===== config.mk =====
export PLATFORM = sky130hd
export DESIGN_NAME = ps2_host_rx
export DESIGN_NICKNAME = d
export VERILOG_FILES = /design/src/rtl/ps2_pkg.sv /design/src/rtl/ps2_rx_fifo.sv /design/src/rtl/ps2_host_rx.sv
export SDC_FILE = /design/constraint.sdc
export NUM_CORES = 1
export LEC_CHECK = 0
export ABC_AREA = 1
export CORE_MARGIN = 2
export CORE_UTILIZATION = 50
export CTS_BUF_LIST = sky130_fd_sc_hd__clkbuf_4
export DETAILED_ROUTE_END_ITERATION = 8
export GPL_TIMING_DRIVEN = 0
export PLACE_DENSITY = 0.77
export SYNTH_ARGS = -nofsm -noshare
export SYNTH_HDL_FRONTEND = slang
export SYNTH_SLANG_ARGS = --single-unit
export TNS_END_PERCENT = 100

===== constraint.sdc =====
create_clock -name clk -period 2.69 [get_ports clk]
set_input_delay 0.538 -clock clk [delete_from_list [all_inputs] [get_ports clk]]
set_output_delay 0.538 -clock clk [all_outputs]
set_load 0.02 [all_outputs]

===== src/rtl/ps2_pkg.sv =====
// Shared PS/2 receiver definitions: FSM state encoding, frame constants, parity helper.
package ps2_pkg;

  typedef enum logic [1:0] {
    ST_IDLE   = 2'd0,
    ST_DATA   = 2'd1,
    ST_PARITY = 2'd2,
    ST_STOP   = 2'd3
  } ps2_state_e;

  localparam logic        PS2_START_BIT = 1'b0;
  localparam logic        PS2_STOP_BIT  = 1'b1;
  localparam int unsigned PS2_DATA_BITS = 8;

  // Odd parity: the running XOR of the data bits combined with the parity bit must be 1.
  function automatic logic ps2_parity_ok(input logic data_xor, input logic parity_bit);
    return (data_xor ^ parity_bit) == 1'b1;
  endfunction

endpackage


===== src/rtl/ps2_rx_fifo.sv =====
// Valid/ready byte queue for the PS/2 receiver.
// PS2_HOST_RX_FIFO_EN defined: 2**FIFO_BITS entries; undefined: single holding register.
module ps2_rx_fifo #(
  parameter int unsigned FIFO_BITS = 3,
  parameter int unsigned DATA_W    = 8
) (
  input  logic              clk,
  input  logic              reset_n,
  input  logic              push,
  input  logic [DATA_W-1:0] push_data,
  input  logic              pop,
  output logic [DATA_W-1:0] rd_data,
  output logic              rd_valid,
  output logic              overflow
);

  if (FIFO_BITS == 0 || FIFO_BITS > 16) begin : g_cfg_check
    $error("ps2_rx_fifo: FIFO_BITS must be in 1..16");
  end

`ifdef PS2_HOST_RX_FIFO_EN

  localparam int unsigned DEPTH = 1 << FIFO_BITS;
  localparam int unsigned PW    = FIFO_BITS + 1;

  logic [DATA_W-1:0] mem_q [DEPTH];
  logic [DATA_W-1:0] mem_d [DEPTH];
  logic [PW-1:0]     wr_ptr_q, wr_ptr_d;
  logic [PW-1:0]     rd_ptr_q, rd_ptr_d;
  logic [DATA_W-1:0] rd_data_q, rd_data_d;
  logic              rd_valid_q, rd_valid_d;
  logic              overflow_q, overflow_d;
  logic              empty_c, full_c, do_pop_c, do_push_c;

  // Extra pointer bit distinguishes full from empty without sacrificing a slot.
  always_comb begin
    mem_d      = mem_q;
    empty_c    = (wr_ptr_q == rd_ptr_q);
    full_c     = (wr_ptr_q[FIFO_BITS] != rd_ptr_q[FIFO_BITS]) &&
                 (wr_ptr_q[FIFO_BITS-1:0] == rd_ptr_q[FIFO_BITS-1:0]);
    do_pop_c   = pop && !empty_c;
    do_push_c  = push && (!full_c || do_pop_c);
    overflow_d = push && !do_push_c;
    if (do_push_c) begin
      mem_d[wr_ptr_q[FIFO_BITS-1:0]] = push_data;
    end
    wr_ptr_d   = wr_ptr_q + PW'(do_push_c);
    rd_ptr_d   = rd_ptr_q + PW'(do_pop_c);
    rd_valid_d = (wr_ptr_d != rd_ptr_d);
    rd_data_d  = mem_d[rd_ptr_d[FIFO_BITS-1:0]];
  end

  always_ff @(posedge clk or negedge reset_n) begin
    if (!reset_n) begin
      for (int i = 0; i < DEPTH; i++) begin
        mem_q[i] <= '0;
      end
      wr_ptr_q   <= '0;
      rd_ptr_q   <= '0;
      rd_data_q  <= '0;
      rd_valid_q <= 1'b0;
      overflow_q <= 1'b0;
    end else begin
      mem_q      <= mem_d;
      wr_ptr_q   <= wr_ptr_d;
      rd_ptr_q   <= rd_ptr_d;
      rd_data_q  <= rd_data_d;
      rd_valid_q <= rd_valid_d;
      overflow_q <= overflow_d;
    end
  end

`else

  logic [DATA_W-1:0] rd_data_q, rd_data_d;
  logic              rd_valid_q, rd_valid_d;
  logic              overflow_q, overflow_d;
  logic              do_pop_c, do_push_c;

  // Depth-1 holding register with the same accept/drop rule as the full FIFO.
  always_comb begin
    do_pop_c   = pop && rd_valid_q;
    do_push_c  = push && (!rd_valid_q || do_pop_c);
    overflow_d = push && !do_push_c;
    rd_valid_d = do_push_c || (rd_valid_q && !do_pop_c);
    rd_data_d  = do_push_c ? push_data : rd_data_q;
  end

  always_ff @(posedge clk or negedge reset_n) begin
    if (!reset_n) begin
      rd_data_q  <= '0;
      rd_valid_q <= 1'b0;
      overflow_q <= 1'b0;
    end else begin
      rd_data_q  <= rd_data_d;
      rd_valid_q <= rd_valid_d;
      overflow_q <= overflow_d;
    end
  end

`endif

  assign rd_data  = rd_data_q;
  assign rd_valid = rd_valid_q;
  assign overflow = overflow_q;

endmodule


===== src/rtl/ps2_host_rx.sv =====
// PS/2 host receiver: synchronise and filter the ps2 lines, deserialise 11-bit frames, queue good bytes.
// Queue depth selected by PS2_HOST_RX_FIFO_EN (2**FIFO_BITS entries) or a single register when undefined.
module ps2_host_rx
  import ps2_pkg::*;
#(
  parameter int unsigned FIFO_BITS  = 3,
  parameter int unsigned FILTER_LEN = 4,
  parameter int unsigned TIMEOUT    = 10000
) (
  input  logic       clk,
  input  logic       reset_n,
  input  logic       ps2_clk,
  input  logic       ps2_data,
  output logic [7:0] rx_data,
  output logic       rx_valid,
  input  logic       rx_ready,
  output logic       parity_err,
  output logic       frame_err,
  output logic       overflow,
  output logic       busy
);

  localparam int unsigned TO_W  = 16;
  localparam int unsigned CNT_W = $clog2(PS2_DATA_BITS);
  localparam logic [TO_W-1:0]  TO_LAST  = TO_W'(TIMEOUT - 1);
  localparam logic [CNT_W-1:0] BIT_LAST = CNT_W'(PS2_DATA_BITS - 1);

  logic [1:0]               clk_sync_q, clk_sync_d;
  logic [1:0]               data_sync_q, data_sync_d;
  logic [FILTER_LEN-1:0]    hist_q, hist_d;
  logic                     filt_q, filt_d;
  logic                     sample_c, bit_c, timeout_c;

  ps2_state_e               state_q, state_d;
  logic [CNT_W-1:0]         bitcnt_q, bitcnt_d;
  logic                     acc_q, acc_d;
  logic [PS2_DATA_BITS-1:0] shift_q, shift_d;
  logic                     par_ok_q, par_ok_d;
  logic [TO_W-1:0]          to_cnt_q, to_cnt_d;
  logic                     push_q, push_d;
  logic                     parity_err_q, parity_err_d;
  logic                     frame_err_q, frame_err_d;
  logic                     busy_q, busy_d;

  // Input synchronisers and clock glitch filter; a sample event is a filtered 1->0 edge.
  always_comb begin
    clk_sync_d  = {clk_sync_q[0], ps2_clk};
    data_sync_d = {data_sync_q[0], ps2_data};
    hist_d      = {hist_q[FILTER_LEN-2:0], clk_sync_q[1]};
    filt_d      = filt_q;
    if (&hist_q) begin
      filt_d = 1'b1;
    end else if (~|hist_q) begin
      filt_d = 1'b0;
    end
    sample_c = filt_q && !filt_d;
    bit_c    = data_sync_q[1];
  end

  // Frame FSM with watchdog; results are registered so the push lands one cycle after STOP.
  always_comb begin
    state_d      = state_q;
    bitcnt_d     = bitcnt_q;
    acc_d        = acc_q;
    shift_d      = shift_q;
    par_ok_d     = par_ok_q;
    push_d       = 1'b0;
    parity_err_d = 1'b0;
    frame_err_d  = 1'b0;

    timeout_c = (state_q != ST_IDLE) && (to_cnt_q == TO_LAST) && !sample_c;
    if (sample_c || state_q == ST_IDLE) begin
      to_cnt_d = '0;
    end else begin
      to_cnt_d = to_cnt_q + TO_W'(1);
    end

    if (timeout_c) begin
      state_d     = ST_IDLE;
      frame_err_d = 1'b1;
      to_cnt_d    = '0;
    end else if (sample_c) begin
      case (state_q)
        ST_IDLE: begin
          if (bit_c == PS2_START_BIT) begin
            state_d  = ST_DATA;
            bitcnt_d = '0;
            acc_d    = 1'b0;
          end
        end
        ST_DATA: begin
          shift_d  = {bit_c, shift_q[PS2_DATA_BITS-1:1]};
          acc_d    = acc_q ^ bit_c;
          bitcnt_d = bitcnt_q + CNT_W'(1);
          if (bitcnt_q == BIT_LAST) begin
            state_d = ST_PARITY;
          end
        end
        ST_PARITY: begin
          par_ok_d = ps2_parity_ok(acc_q, bit_c);
          state_d  = ST_STOP;
        end
        ST_STOP: begin
          state_d = ST_IDLE;
          if (bit_c != PS2_STOP_BIT) begin
            frame_err_d = 1'b1;
          end else if (!par_ok_q) begin
            parity_err_d = 1'b1;
          end else begin
            push_d = 1'b1;
          end
        end
        default: state_d = ST_IDLE;
      endcase
    end

    busy_d = (state_d != ST_IDLE);
  end

  always_ff @(posedge clk or negedge reset_n) begin
    if (!reset_n) begin
      clk_sync_q   <= '1;
      data_sync_q  <= '1;
      hist_q       <= '1;
      filt_q       <= 1'b1;
      state_q      <= ST_IDLE;
      bitcnt_q     <= '0;
      acc_q        <= 1'b0;
      shift_q      <= '0;
      par_ok_q     <= 1'b0;
      to_cnt_q     <= '0;
      push_q       <= 1'b0;
      parity_err_q <= 1'b0;
      frame_err_q  <= 1'b0;
      busy_q       <= 1'b0;
    end else begin
      clk_sync_q   <= clk_sync_d;
      data_sync_q  <= data_sync_d;
      hist_q       <= hist_d;
      filt_q       <= filt_d;
      state_q      <= state_d;
      bitcnt_q     <= bitcnt_d;
      acc_q        <= acc_d;
      shift_q      <= shift_d;
      par_ok_q     <= par_ok_d;
      to_cnt_q     <= to_cnt_d;
      push_q       <= push_d;
      parity_err_q <= parity_err_d;
      frame_err_q  <= frame_err_d;
      busy_q       <= busy_d;
    end
  end

  // shift_q is stable for the cycle push_q is high, so it feeds the queue directly.
  ps2_rx_fifo #(
    .FIFO_BITS (FIFO_BITS),
    .DATA_W    (PS2_DATA_BITS)
  ) u_fifo (
    .clk       (clk),
    .reset_n   (reset_n),
    .push      (push_q),
    .push_data (shift_q),
    .pop       (rx_ready),
    .rd_data   (rx_data),
    .rd_valid  (rx_valid),
    .overflow  (overflow)
  );

  assign parity_err = parity_err_q;
  assign frame_err  = frame_err_q;
  assign busy       = busy_q;

endmodule


==> impl_metrics.env <==
export IMPL_yosysTopAreaCellShare=0.461
export IMPL_floorplan_die_width_um=73.9
export IMPL_gp_congestion=0.906
export IMPL_run_status="finished clean"
export IMPL_area_growth_from_synthesis_to_layout_pct=13.7
export IMPL_pre_cts_ws_ns=0.817
export IMPL_number_of_remaining_drc_errors=0
export IMPL_power_ir_vdd_worst_uv=330
export IMPL_reg2reg_to="to_cnt_q[14]"
export IMPL_grt_pass1_vias=1617
export IMPL_cap_viol_max_count=0
export IMPL_power_share_clock=0.230
export IMPL_period_share=0.710
export IMPL_num_vias=1761
export IMPL_ys_warn_count=0
export IMPL_post_drt_via_cell_ratio=4.75
export IMPL_synth_edff_count=0
export IMPL_slowest_delay_ns=0.60
export IMPL_min_period_ns=1.91
export IMPL_chipHeight_um=73.9
export IMPL_initial_core_util=0.517
export IMPL_finalClockSkew_ns=0.0151
export IMPL_insertedDiodeCount=0
export IMPL_netlist_instances=278
export IMPL_clock_tree_from_tritoncts="done"
export IMPL_rr_startpoint="to_cnt_q[0]"
export IMPL_floorplan_die_area_um2=5460
export IMPL_postCtsResizedCells=0
export IMPL_numPortBuffers=17
export IMPL_final_setup_tns_ns=0
export IMPL_htree_levels=2
export IMPL_start_kind="flop"
export IMPL_reg2reg_depth=8
export IMPL_critical_path_startpoint="u_fifo.rd_data[3]"
export IMPL_yosys_register_bits=54
export IMPL_crit_fanout=2
export IMPL_leakagePower_nw=1.32
export IMPL_hold_buffers=0
export IMPL_clock_path_buffers=2
export IMPL_route_final_wire_length_um=4110
export IMPL_timing_critical_path_buf_inv=1
export IMPL_worstPathArrival_ns=1.37
export IMPL_postSynth_topFlopCell="dfrtp_1"
export IMPL_cp_top_family="buffers and inverters"
export IMPL_nNetsFinal=311
export IMPL_holdCritPathClass="in2async"
export IMPL_gr_total_overflow=0
export IMPL_r2r_setup_slack_ns=1.19
export IMPL_rows=25
export IMPL_cts_buffers=5
export IMPL_seq_power_share=0.588
export IMPL_setup_viol_count_final=0
export IMPL_max_slew_margin=0.679
export IMPL_grt_first_pass_wirelength_um=7080
export IMPL_core_area_um2=4720
export IMPL_clock_latency_ns=0.38
export IMPL_synth_largest_area_cell="dfrtp_1"
export IMPL_crit_path_end_kind="output port"
export IMPL_clock_root_buffer="clkbuf_4"
export IMPL_placed_wire_length_estimate_um=2950
export IMPL_antenna_found_initial=0
export IMPL_synth_async_reset_ratio=1.00
export IMPL_drv_slew=0
export IMPL_wire_per_inst_um=11.1
export IMPL_route_antenna_remaining_nets=0
export IMPL_hold_viol=0
export IMPL_achievable_frequency_ghz=0.523
export IMPL_total_switching_power_mw=0.535
export IMPL_largest_net_degree_at_the_start_of_global_routing=35
export IMPL_crit_path_top_delay_cell="clkdlybuf4s50_1"
export IMPL_drt_pass1_iter_count=4
export IMPL_worstSetupPathType="reg2out"
export IMPL_worst_tran_pin_value_ns=0.482
export IMPL_synth_avg_cell_area_um2=8.79
export IMPL_synth_lib_cells_used_distinct=32
export IMPL_main_area_contributors_after_synthesis="dfrtp_1 (46%), nand2_1 (10%), dfstp_2 (9.7%)"
export IMPL_synth_yosys_seq_area_share=0.558
export IMPL_post_cts_repair_setup_buffers=0
export IMPL_groute_usage_overall=0.167
export IMPL_clk_transition_reported_paths_ns=0.17
export IMPL_setup_ws_post_layout_ns=0.780
export IMPL_top_level_ports=18
export IMPL_timing_critical_path_cells="clkdlybuf4s50_1"
export IMPL_sw_frac_of_total=0.324
export IMPL_power_combinational_fraction=0.182
export IMPL_dr_first_iter_drc_count=95
export IMPL_clock_sink_count=54
export IMPL_critical_path_rt_ns=2.15
export IMPL_mappedNetlistNets=286
export IMPL_drive_gt1_frac=0.135
export IMPL_rsz_0062_raised_after_global_routing="no"
export IMPL_internal_power_mw=1.12
export IMPL_synthesis_area_um2=2440
export IMPL_power_density_nw_per_um2=594
[registers in the layout, summed over array words and instances (netlist names), 2 cells and up]
signal / flops
hist_q: 4
shift_q: 8
data_sync_q: 2
state_q: 2
u_fifo.rd_data: 8
to_cnt_q: 16
clk_sync_q: 2
bitcnt_q: 3
[stage by stage]
step	hold slack, ns	area (um^2)	total power [mW]	instances	util
floorplan	0.242	2440	1.19	278	-
global placement	0.346	2700	1.27	362	0.571
detailed placement	0.347	2710	1.29	363	0.574
CTS	0.0934	2780	1.68	371	0.588
global route	0.111	2780	1.76	371	0.588
finish	0.0907	2780	1.65	371	0.588
[cell usage after synthesis, types with 2 or more instances]
library cell	instances
nor2_1	47
xor2_1	6
xnor2_1	2
nand2_1	67
buf_6	2
nand3_1	14
inv_1	35
nor3_1	3
nand2_2	3
ha_1	3
o21ai_2	4
dfstp_2	9
dfrtp_1	45
nand4_1	5
o21ai_0	8
nor2_2	2
o21ai_1	6
inv_2	3
[cells in the final DEF, fill, tap and decap left out, types with 2 or more instances in the layout]
cell type / Yosys / final
xor2_1: 6 / 6
clkdlybuf4s50_1: 0 / 16
o21ai_1: 6 / 6
o21ai_0: 8 / 8
nor2_2: 2 / 2
inv_2: 3 / 3
dfstp_2: 9 / 9
nor3_1: 3 / 3
dfrtp_1: 45 / 45
xnor2_1: 2 / 2
buf_6: 2 / 2
inv_1: 35 / 35
clkbuf_4: 0 / 5
nand4_1: 5 / 5
nand2_2: 3 / 3
clkinv_4: 0 / 2
ha_1: 3 / 3
o21ai_2: 4 / 4
nor2_1: 47 / 47
nand2_1: 67 / 67
nand3_1: 14 / 14
[power by group through the flow]
stage	registers, mW	logic, mW	clock network, mW
after floorplan	0.981	0.211	0
after global placement	0.983	0.292	0
after detailed placement	0.984	0.302	0
after CTS	0.970	0.305	0.401
after global routing	0.986	0.349	0.425
final	0.971	0.301	0.380
[per-layer routing]
metal | up-vias | part of all wire | global-route usage
met5 | - | 0 | 0
met3 | 7 | 0.026 | 0.0302
met1 | 814 | 0.52 | 0.238
met4 | 0 | 0.018 | 0.0707
met2 | 23 | 0.44 | 0.251
li1 | 917 | - | -
[worst max path at each step]
stage	endpoint	slack, ns	depth (start not counted)
floorplan	to_cnt_q[14]	1.43	8
global placement	u_fifo.rd_data[2]	-0.46	1
detailed placement	u_fifo.rd_data[4]	0.82	6
CTS	rx_data[3]	0.76	1
global route	rx_data[3]	0.72	1
finish	rx_data[3]	0.78	1
[worst register-to-register path, stage by stage (launching register included)]
cell	delay, ns
dfrtp_1	0.42
ha_1	0.21
nand2_1	0.09
nor2_2	0.26
nand3_2	0.16
nor2_1	0.11
nand2_1	0.05
nand2_1	0.07
nor2_1	0.03
[cell type report]
class / count / area [um^2]
Clock inverter: 3 / 28.8
Timing Repair Buffer: 18 / 185
Tap cell: 67 / 83.8
Clock buffer: 5 / 37.5
Fill cell: 414 / 1940
Buffer: 3 / 26.3
Sequential cell: 54 / 1360
Inverter: 39 / 148
Multi-Input combinational cell: 182 / 907
[cells by family (layout without fill, tap and decap cells)]
logic type	count (synthesis)	in the layout	synth area share
AO/OA/AOI/OAI	21	21	0.0538
XOR/XNOR	8	8	0.0287
adder cells (fa/ha/maj)	3	3	0.0154
buffers and inverters	42	68	0.0712
flip-flops	54	54	0.558
multiplexers	1	1	0.00461
AND/OR/NAND/NOR	149	149	0.269
(Power assumes the default switching activity.)
